--- src/rtl/mips_pc_pkg.sv ---
// mips_pc_pkg: shared types and default addresses for the PC sequencer.
package mips_pc_pkg;
    typedef logic [31:0] word_t;
    typedef enum logic [1:0] {RUN, DELAY, HALTED} pc_state_t;
    localparam word_t RESET_VECTOR_DEFAULT = 32'hBFC00000;
    localparam word_t HALT_ADDR_DEFAULT    = 32'h00000000;
endpackage

--- src/rtl/pc_sequencer_if.sv ---
// pc_sequencer_if: redirect/stall inputs and PC status outputs of the PC sequencer.
interface pc_sequencer_if;
    import mips_pc_pkg::*;
    logic  stall;
    logic  branch_taken;
    word_t branch_addr;
    logic  jump;
    word_t jump_addr;
    word_t pc;
    word_t pcnext;
    logic  in_delay_slot;
    logic  active;
    logic  fault;
    modport master (output stall, branch_taken, branch_addr, jump, jump_addr,
                    input  pc, pcnext, in_delay_slot, active, fault);
    modport slave  (input  stall, branch_taken, branch_addr, jump, jump_addr,
                    output pc, pcnext, in_delay_slot, active, fault);
endinterface

--- src/rtl/pc_sequencer.sv ---
// pc_sequencer: architectural PC with MIPS delay slot, stall hold and halt-on-jump-to-zero.
// Define PC_MISALIGN_TRAP_EN to trap misaligned redirects instead of masking target[1:0].
module pc_sequencer
    import mips_pc_pkg::*;
#(
    parameter word_t RESET_VECTOR = RESET_VECTOR_DEFAULT,
    parameter word_t HALT_ADDR    = HALT_ADDR_DEFAULT
) (
    input logic          clk,
    input logic          reset,
    pc_sequencer_if.slave bus
);
`ifdef PC_MISALIGN_TRAP_EN
    localparam bit TRAP_EN = 1'b1;
`else
    localparam bit TRAP_EN = 1'b0;
`endif
    pc_state_t state;
    word_t     pc_q, target_q, target;
    logic      slot_q, active_q, fault_q, adv, redirect, misaligned;
    assign adv        = active_q & ~bus.stall;
    assign redirect   = bus.jump | bus.branch_taken;
    assign target     = bus.jump ? bus.jump_addr : bus.branch_addr;
    assign misaligned = TRAP_EN & redirect & (|target[1:0]);
    always_ff @(posedge clk) begin
        if (reset) begin
            pc_q     <= RESET_VECTOR;
            state    <= RUN;
            target_q <= '0;
            slot_q   <= 1'b0;
            active_q <= 1'b1;
            fault_q  <= 1'b0;
        end else if (adv) begin
            case (state)
                RUN: begin
                    pc_q <= pc_q + 32'd4;
                    if (misaligned) begin
                        state    <= HALTED;
                        active_q <= 1'b0;
                        fault_q  <= 1'b1;
                    end else if (redirect) begin
                        target_q <= target & ~32'h3;
                        state    <= DELAY;
                        slot_q   <= 1'b1;
                    end
                end
                DELAY: begin
                    // Redirects seen here are a branch in the delay slot; the first target wins.
                    pc_q   <= target_q;
                    slot_q <= 1'b0;
                    if (target_q == HALT_ADDR) begin
                        state    <= HALTED;
                        active_q <= 1'b0;
                    end else begin
                        state <= RUN;
                    end
                end
                default: ;
            endcase
        end
    end
    assign bus.pc            = pc_q;
    assign bus.pcnext        = pc_q + 32'd4;
    assign bus.in_delay_slot = slot_q;
    assign bus.active        = active_q;
    assign bus.fault         = fault_q;
endmodule

--- src/flat_wrapper.sv ---
// flat-port wrapper written by rule: the top's interface ports become plain ports
module pc_sequencer_flat import mips_pc_pkg::*;
#(
    parameter word_t RESET_VECTOR = RESET_VECTOR_DEFAULT,
    parameter word_t HALT_ADDR    = HALT_ADDR_DEFAULT
)
  (clk, reset, bus_stall, bus_branch_taken, bus_branch_addr, bus_jump, bus_jump_addr, bus_pc, bus_pcnext, bus_in_delay_slot, bus_active, bus_fault);
  pc_sequencer_if bus_i ();
  input logic clk;
  input logic reset;
  input wire logic [$bits(bus_i.stall)-1:0] bus_stall;
  input wire logic [$bits(bus_i.branch_taken)-1:0] bus_branch_taken;
  input wire logic [$bits(bus_i.branch_addr)-1:0] bus_branch_addr;
  input wire logic [$bits(bus_i.jump)-1:0] bus_jump;
  input wire logic [$bits(bus_i.jump_addr)-1:0] bus_jump_addr;
  output wire logic [$bits(bus_i.pc)-1:0] bus_pc;
  output wire logic [$bits(bus_i.pcnext)-1:0] bus_pcnext;
  output wire logic [$bits(bus_i.in_delay_slot)-1:0] bus_in_delay_slot;
  output wire logic [$bits(bus_i.active)-1:0] bus_active;
  output wire logic [$bits(bus_i.fault)-1:0] bus_fault;
  assign bus_i.stall = bus_stall;
  assign bus_i.branch_taken = bus_branch_taken;
  assign bus_i.branch_addr = bus_branch_addr;
  assign bus_i.jump = bus_jump;
  assign bus_i.jump_addr = bus_jump_addr;
  assign bus_pc = bus_i.pc;
  assign bus_pcnext = bus_i.pcnext;
  assign bus_in_delay_slot = bus_i.in_delay_slot;
  assign bus_active = bus_i.active;
  assign bus_fault = bus_i.fault;
  pc_sequencer #(.RESET_VECTOR(RESET_VECTOR), .HALT_ADDR(HALT_ADDR)) u_core (.clk(clk), .reset(reset), .bus(bus_i));
endmodule
--- config.mk ---
export PLATFORM = sky130hd
export DESIGN_NAME = pc_sequencer_flat
export DESIGN_NICKNAME = d
export VERILOG_FILES = /design/src/rtl/mips_pc_pkg.sv /design/src/rtl/pc_sequencer_if.sv /design/src/rtl/pc_sequencer.sv /design/src/flat_wrapper.sv
export SDC_FILE = /design/constraint.sdc
export NUM_CORES = 1
export LEC_CHECK = 0
export ABC_AREA = 1
export CAP_MARGIN = 20
export CORE_UTILIZATION = 45
export DETAILED_ROUTE_END_ITERATION = 10
export DONT_BUFFER_PORTS = 1
export MAX_ROUTING_LAYER = met4
export SLEW_MARGIN = 20
export SYNTH_ARGS = -nofsm -noshare
export SYNTH_HDL_FRONTEND = slang
export SYNTH_SLANG_ARGS = --single-unit
--- constraint.sdc ---
create_clock -name clk -period 3.8 [get_ports clk]
set_clock_uncertainty 0.05 [all_clocks]
set_input_delay 0.19 -clock clk [delete_from_list [all_inputs] [get_ports clk]]
set_output_delay 0.19 -clock clk [all_outputs]
set_load 0.005 [all_outputs]
Word-level counts from Yosys, hierarchy flattened
Index checks and enable logic that the tools add are counted.
- $add $sub $neg: 1
- multiply operators: 0
- divide/modulo/power cells: 0
- $lt $le $gt $ge: 0
- eq/ne operators: 2
- shifts and indexed selects: 0
- multiplexer cells: 7
- bitwise operators: 3
- reduce and logical (&&, ||, !) cells: 7
- operators by type and width (operator ; number):
    $pmux W32 S2 ; 1
    $add A32 B3 Y32 const B ; 1
    $logic_not A32 Y1 ; 1
    $mux W32 ; 1
    $reduce_and A3 Y1 ; 3
    $mux W2 ; 2
    $pmux W2 S2 ; 1
    $eq A2 B1 Y1 const B ; 1
    $logic_not A2 Y1 ; 1
    $ne A2 B1 Y1 const B ; 1
    $pmux W1 S2 ; 1
    $reduce_and A2 Y1 ; 1
    $reduce_bool A2 Y1 ; 1
    $and A1 B1 Y1 ; 1
    $mux W1 ; 1
    $not A1 Y1 ; 1
    $or A1 B1 Y1 ; 1
- register bits: 66
- latch bits: 0
- RAM bits: 0
- memory bits (read-only): 0
- bits of input ports: 69
- output and inout port bits: 67
- word-level logic and storage cells: 25
- memories kept: 0

Longest topological paths before layout
Gate-level depths: netlist (run 1).
- word-level depth: 3
- depth in mapped cells: 11
- mapped depth without buffers: 11

Worst setup path before layout (run 1)
Ideal clock, no wire load.
- path type: register -> register
- start: register u_core.pc_q[2] (netlist: u_core.bus.pc[2])
- end: register u_core.pc_q[28] (netlist: u_core.bus.pc[28])
- library setup time: 0.115 ns
- arrival time: 1.416 ns
- data required time: 3.635 ns
- slack: 2.219 ns
- cell stages (with the launch flop): 11
- buffers on the path: 0
- period minus slack after synthesis: 1.581 ns
- cells stage by stage: dfxtp_1 ha_1 nand3_2 inv_2 nand2_2 nor2_2 nand2_1 o21ai_2 nand3_1 nand2_1 nand2_1
- longest elaborated chain between the ends: 2
- RTL lines (element ; RTL line ; text):
    from (decl) ; pc_sequencer.sv:19 ; word_t pc_q, target_q, target;
    from (signal assigned) ; pc_sequencer.sv:36 ; pc_q <= pc_q + 32'd4;
    from (signal assigned) ; pc_sequencer.sv:49 ; pc_q <= target_q;
    $add A32 B3 Y32 ; pc_sequencer.sv:36 ;
    $pmux W32 S2 ; pc_sequencer.sv:34 ; case (state)
Every way passes these cells.
A chain may end at the register's enable or synchronous reset.

Worst setup path in the final report (run 1)
- start: register u_core.pc_q[3] (netlist: u_core.bus.pc[3])
- end: output bus_pcnext[28]
- longest elaborated chain between the ends: 1
- RTL lines (element ; RTL line ; text):
    $add A32 B3 Y32 ; pc_sequencer.sv:63 ; assign bus.pcnext = pc_q + 32'd4;
    to (decl) ; flat_wrapper.sv:17 ; output wire logic [$bits(bus_i.pcnext)-1:0] bus_pcnext;
Every way passes these cells.

==> results_dict.tcl, run 1 <==
set metrics [dict create \
    slew_headroom_pct 33.0 \
    antenna_left 0 \
    crit_start "u_core.bus.pc[3]$_SDFFE_PP0P_" \
    finalHoldViolCount 0 \
    io_buffers 0 \
    cp_common_cell "nand2_1" \
    avgSynthCellArea_um2 6.75 \
    setup_viol 0 \
    fin_cells 670 \
    core_um2 8260 \
    antenna_cells 0 \
    synth_area_um2 3850 \
    crit_fanout 4 \
    timing.rr.start "u_core.bus.active$_SDFFE_PP1P_" \
    maxCapViolCount 0 \
    grt_max_degree 50 \
    p_total_uw 1710 \
    gp_congestion 0.836 \
    grt_overflow 0 \
    antenna_found_initial 0 \
    num_vias 3581 \
    p_sw_uw 490 \
    grt_pass1_wl_um 15800 \
    syn_inst 571 \
    ctsLongestPathBuffers 2 \
    ir_worst_vdd_mv 0.157 \
    die_h_um 94.6 \
    start_util_pct 46.7 \
    final_util_pct 49.4 \
    ctsHtreeMaxLevel 3 \
    drt_iter0_drc 233 \
    cts-root-buf "clkbuf_8" \
    p_leak_uw 0.00169 \
    post-cts-setup-buffers 0 \
    crit_type "flop to output pin" \
    path_buf_inv 1 \
    slowest_delay_ns 0.42 \
    slew_viol_final 0 \
    outcome "finished, final reports clean" \
    max_freq_mhz 459 \
    hp-start "bus_branch_addr[12]" \
    synth_cell_types 36 \
    dieArea_um2 8940 \
    cts_buffers 9 \
    viasPerCell 5.34 \
    wl_per_cell_um 15.6 \
    tritoncts "yes" \
    firstDrtPassIters 6 \
    tns_ns 0 \
    ys_warn_count 0 \
    rows 33 \
    final_cell_mix "nand2_1, a21oi_1, dfxtp_1" \
    grt_pass1_vias 3180 \
    drc 0 \
    rsz0062_at_grt "false" \
    dp.cells 653 \
    p_per_area_nw_per_um2 420 \
    comb_power_share_pct 15.8 \
    dpl.hpwl_um 7850 \
    nets 630 \
    routed_wl_um 10500 \
    p_int_uw 1220 \
    placed_area_um2 3850 \
    fin_crit_ns 2.18 \
    setup.worst_path.end_class "output pin" \
    period_share_pct 57.3 \
    crit_chain "ha_1, nand3_2, inv_2, nand2_2, nor2_2, nand2_1, o21ai_2, nand2_1" \
    switching_share_pct 28.6 \
    cts.sinks 63 \
    synthToLayoutAreaGrowth_pct 5.84 \
    drive_above_1_share_pct 12.6 \
    yosysSeqAreaShare_pct 32.7 \
    slowest_stage "dfxtp_1" \
    worstMarginPinSlew_ns 1.00 \
    layout_commonest_cell "nand2_1" \
    clk_pin_slew_ns 0.07 \
    die_x_um 94.6 \
    ys_seq_elements 63 \
    cp.arrival_ns 1.94 \
    critical_path.top_delay_family "simple AND/OR/NAND/NOR gates" \
    clkLatencyLatePin_ns 0.34 \
    grt_usage_pct 24.3 \
    required_ns 3.56 \
    final_area_um2 4080 \
    power_frac_seq_pct 45.4 \
    io-pin-count 136 \
    hold_path_class "input port to flop" \
    cp-start-kind "flop" \
    p_clk_share_pct 38.8 \
]
-- state kept, by name, summed over array words and instances (netlist names) --
signal,flops
u_core.bus.pc,30
u_core.target_q,30
u_core.bus.active,1
u_core.state,2
-- cell usage after synthesis --
| library cell | instances | area [um^2] |
|---|---|---|
| nand2_1 | 135 | 507 |
| a21oi_1 | 74 | 370 |
| dfxtp_1 | 63 | 1260 |
| inv_1 | 62 | 233 |
| o21ai_0 | 59 | 295 |
| nor2_1 | 35 | 131 |
| mux2_2 | 30 | 338 |
| nand3_1 | 21 | 105 |
| clkbuf_1 | 14 | 52.6 |
| nand4_1 | 7 | 43.8 |
| o21ai_1 | 7 | 35.0 |
| inv_2 | 6 | 22.5 |
| buf_4 | 5 | 37.5 |
| nor3_1 | 5 | 25.0 |
| buf_2 | 4 | 20.0 |
| clkbuf_8 | 4 | 55.1 |
| nand2_2 | 4 | 25.0 |
| o22ai_1 | 4 | 25.0 |
| xnor2_1 | 4 | 35.0 |
| nand3b_1 | 3 | 22.5 |
| nor2_2 | 3 | 18.8 |
| nor2_4 | 3 | 33.8 |
| xor2_1 | 3 | 26.3 |
| nand3_2 | 2 | 20.0 |
| o21ai_2 | 2 | 17.5 |
| o21bai_1 | 2 | 15.0 |
| a31oi_1 | 1 | 6.26 |
| buf_1 | 1 | 3.75 |
| clkbuf_2 | 1 | 5.00 |
| conb_1 | 1 | 3.75 |
| dlymetal6s2s_1 | 1 | 12.5 |
| ha_1 | 1 | 12.5 |
| nand2_4 | 1 | 11.3 |
| nor3_2 | 1 | 10.0 |
| nor4_1 | 1 | 6.26 |
| o211ai_2 | 1 | 12.5 |
-- what timing repair did --
action                    CTS  global route
gates resized for setup     0             0
hold buffers                1             0
hold endpoints to repair   15             0
-- cells by family (layout without fill, tap and decap cells) --
family | Yosys count | in the layout | synth area share, %
buf+inv | 98 | 88 | 11.5
flops | 63 | 63 | 32.7
fa+ha+maj | 1 | 1 | 0.325
compound gates | 150 | 150 | 20.2
other cells | 1 | 5 | 0.0973
simple gates | 221 | 221 | 24.9
xor+xnor | 7 | 7 | 1.59
mux | 30 | 30 | 8.76
-- layer usage --
layer	track usage [%]	vias up	share of wire, %
met3	5.15	18	7.6
met2	36.4	132	43
met1	32.9	1582	49
li1	-	1849	-
met4	6.94	0	1.1
met5	-	-	0
-- worst min-delay path: cells and delay by family --
| family | cells | cell delay, ns |
|---|---|---|
| compound gates | 2 | 0.17 |
| mux | 1 | 0.11 |
-- through the flow --
stage	setup WS [ns]	hold slack (ns)
after floorplan	2.22	0.374
after global placement	1.69	0.213
after detailed placement	1.67	0.213
after CTS	1.62	0.117
after global routing	1.42	0.142
final	1.62	0.125
-- power groups by stage --
| stage | registers (uW) | clock network (uW) | logic [uW] |
|---|---|---|---|
| after floorplan | 772 | 0 | 231 |
| after global placement | 791 | 0 | 263 |
| after detailed placement | 793 | 0 | 265 |
| after CTS | 778 | 674 | 271 |
| after global routing | 786 | 699 | 306 |
| final | 779 | 664 | 270 |
-- path summary, 6_finish.rpt --
path / endpoint / slack [ns] / cells past startpoint
min reg2reg: u_core.target_q[6]$_SDFFE_PP0P_ / 0.41 / 2
max: bus_pcnext[28] / 1.62 / 8
min: u_core.target_q[12]$_SDFFE_PP0P_ / 0.12 / 3
max reg2reg: u_core.target_q[10]$_SDFFE_PP0P_ / 1.66 / 8
-- layout make-up --
class                      instances  area (um^2)
fill                             867         4180
timing repair buffer               4         32.5
clock inverter                     3         65.1
inverter                          68          255
sequential                        63         1260
multi-input combinational        414         2180
clock buffer                      13          159
tap                              105          131
Note: power is estimated with default switching activity, not from simulation.
==> inputs of run 2 (changes only) <==
==> constraint.sdc (replaced) <==
create_clock -name clk -period 1.89 [get_ports clk]
set_clock_uncertainty 0.05 [all_clocks]
set_input_delay 0.0945 -clock clk [delete_from_list [all_inputs] [get_ports clk]]
set_output_delay 0.0945 -clock clk [all_outputs]
set_load 0.005 [all_outputs]
==> run 2 against run 1 <==
  * Register-to-register slack got worse by 1.5 ns
  * Combinational power up 120%
  * Non-clock buffer count up 16
  * Routed wire length rose by 1.8%
  * Worst setup slack got worse by 1.5 ns
  * Flip-flop and latch count is the same
  * Sequential power up 100%
  * Clock power rose by 97%
  * Power is 100% higher
==> results_dict.tcl, run 2 (synthesis gave the netlist of run 1 again) <==
set metrics [dict create \
    placed_area_um2 3960 \
    final_util_pct 51.9 \
    start_util_pct 46.7 \
    final_area_um2 4280 \
    hold_path_class "input port to flop" \
    core_um2 8260 \
    ctsLongestPathBuffers 2 \
    num_vias 3646 \
    cts.sinks 63 \
    outcome "finished, final reports clean" \
    maxCapViolCount 0 \
    dp.cells 667 \
    clkLatencyLatePin_ns 0.34 \
    dpl.hpwl_um 8090 \
    max_freq_mhz 559 \
    viasPerCell 5.33 \
    tritoncts "yes" \
    antenna_left 0 \
    setup_viol 0 \
    required_ns 1.75 \
    switching_share_pct 28.3 \
    dp_slack_ns 0.176 \
    antenna_cells 0 \
    antenna_found_initial 0 \
    power_frac_seq_pct 45.0 \
    p_per_area_nw_per_um2 810 \
    grt_usage_pct 24.6 \
    p_int_uw 2490 \
    dieArea_um2 8940 \
    cts-root-buf "clkbuf_8" \
    setup_ws_ns 0.101 \
    drt_iter0_drc 156 \
    wl_per_cell_um 15.6 \
    finalHoldViolCount 0 \
    multiInputGateArea_um2 2220 \
    cp.arrival_ns 1.64 \
    p_sw_uw 984 \
    slew_headroom_pct 60.6 \
    clk_pin_slew_ns 0.07 \
    rows 33 \
    drc 0 \
    grt_pass1_vias 3199 \
    nFillCells 889 \
    grt_overflow 0 \
    ff_latch_area_um2 1290 \
    synthToLayoutAreaGrowth_pct 11.1 \
    worstMarginPinSlew_ns 0.589 \
    ir_worst_vdd_mv 0.324 \
    grt_max_degree 41 \
    cp-start-kind "flop" \
    crit_fanout 5 \
    io_buffers 0 \
    io-pin-count 136 \
    slew_viol_final 0 \
    fin_crit_ns 1.79 \
    p_leak_uw 0.00177 \
    nets 646 \
    ctsHtreeMaxLevel 3 \
    layout_commonest_cell "nand2_1" \
    comb_power_share_pct 17.1 \
    die_x_um 94.6 \
    setup.worst_path.end_class "output pin" \
    gp_congestion 0.940 \
    die_h_um 94.6 \
    drive_above_1_share_pct 20.2 \
    cts_buffers 9 \
    period_share_pct 94.7 \
    crit_type "flop to output pin" \
    routed_wl_um 10700 \
    grt_pass1_wl_um 16200 \
    fin_cells 684 \
    final_cell_mix "nand2_1, a21oi_1, inv_1" \
    firstDrtPassIters 4 \
    p_clk_share_pct 37.8 \
    rsz0062_at_grt "true" \
]
==> run 2: changes by cell type in the layout (fill, tap and decap cells not counted), sizes merged <==
| cell | delta |
|---|---|
| buf | +16 |
| clkbuf | -2 |
| clkinv | -1 |
| clkinvlp | +1 |
==> run 2: final timing paths <==
| check | endpoint | slack, ns | cells past startpoint | start |
|---|---|---|---|---|
| max reg2reg | u_core.target_q[2]$_SDFFE_PP0P_ | 0.19 | 8 | u_core.bus.active$_SDFFE_PP1P_ |
| min reg2reg | u_core.target_q[6]$_SDFFE_PP0P_ | 0.41 | 2 | u_core.target_q[6]$_SDFFE_PP0P_ |
| min | u_core.target_q[16]$_SDFFE_PP0P_ | 0.03 | 3 | bus_branch_addr[16] |
| max | bus_pcnext[22] | 0.10 | 9 | u_core.bus.pc[2]$_SDFFE_PP0P_ |
==> run 2: power groups by stage <==
stage	sequential, uW	clock (uW)	combinational (uW)
6_report	1560	1310	595
5_1_grt	1580	1390	670
4_1_cts	1560	1340	588
3_5_place_dp	1580	0	577
3_3_place_gp	1580	0	569
2_1_floorplan	1550	0	465
==> run 2: worst max-delay path, stage by stage, from the launching register on <==
cell and delay, ns:
dfxtp_4 0.39, ha_4 0.15, nand3_2 0.10, inv_2 0.09, nand2_2 0.10, inv_2 0.07, nand2_1 0.07, o21ai_1 0.13
nand2_1 0.08, buf_4 0.14
==> run 2: repair_timing <==
action                                  CTS  global route
gates resized for setup                  13            23
endpoints found under the setup margin    8            17
hold endpoints to repair                 15             0
hold buffers                              1             0
pin swaps                                 0             1
buffers inserted                          0             2
==> run 2: cell type report <==
| cell class | count | share of cell area (%) |
|---|---|---|
| multi-input combinational | 414 | 51.8 |
| clock inverter | 3 | 1.58 |
| tap | 105 | 3.07 |
| sequential | 63 | 30.2 |
| clock buffer | 11 | 3.53 |
| timing repair buffer | 20 | 3.86 |
| inverter | 68 | 5.96 |
==> run 2: through the flow <==
stage	total power (uW)	hold slack [ns]	TNS, ns
after global placement	2150	0.118	0
final	3470	0.0317	0
after floorplan	2020	0.331	0
after CTS	3480	0.0243	-0.0131
after detailed placement	2160	0.118	0
after global routing	3640	0.0380	-0.0269
==> run 2: layer usage <==
| metal | share of wire [%] | track usage, % |
|---|---|---|
| met1 | 46 | 32.3 |
| met2 | 45 | 38.1 |
| met3 | 8.4 | 5.80 |
| met4 | 0.99 | 5.68 |
| met5 | 0 | - |
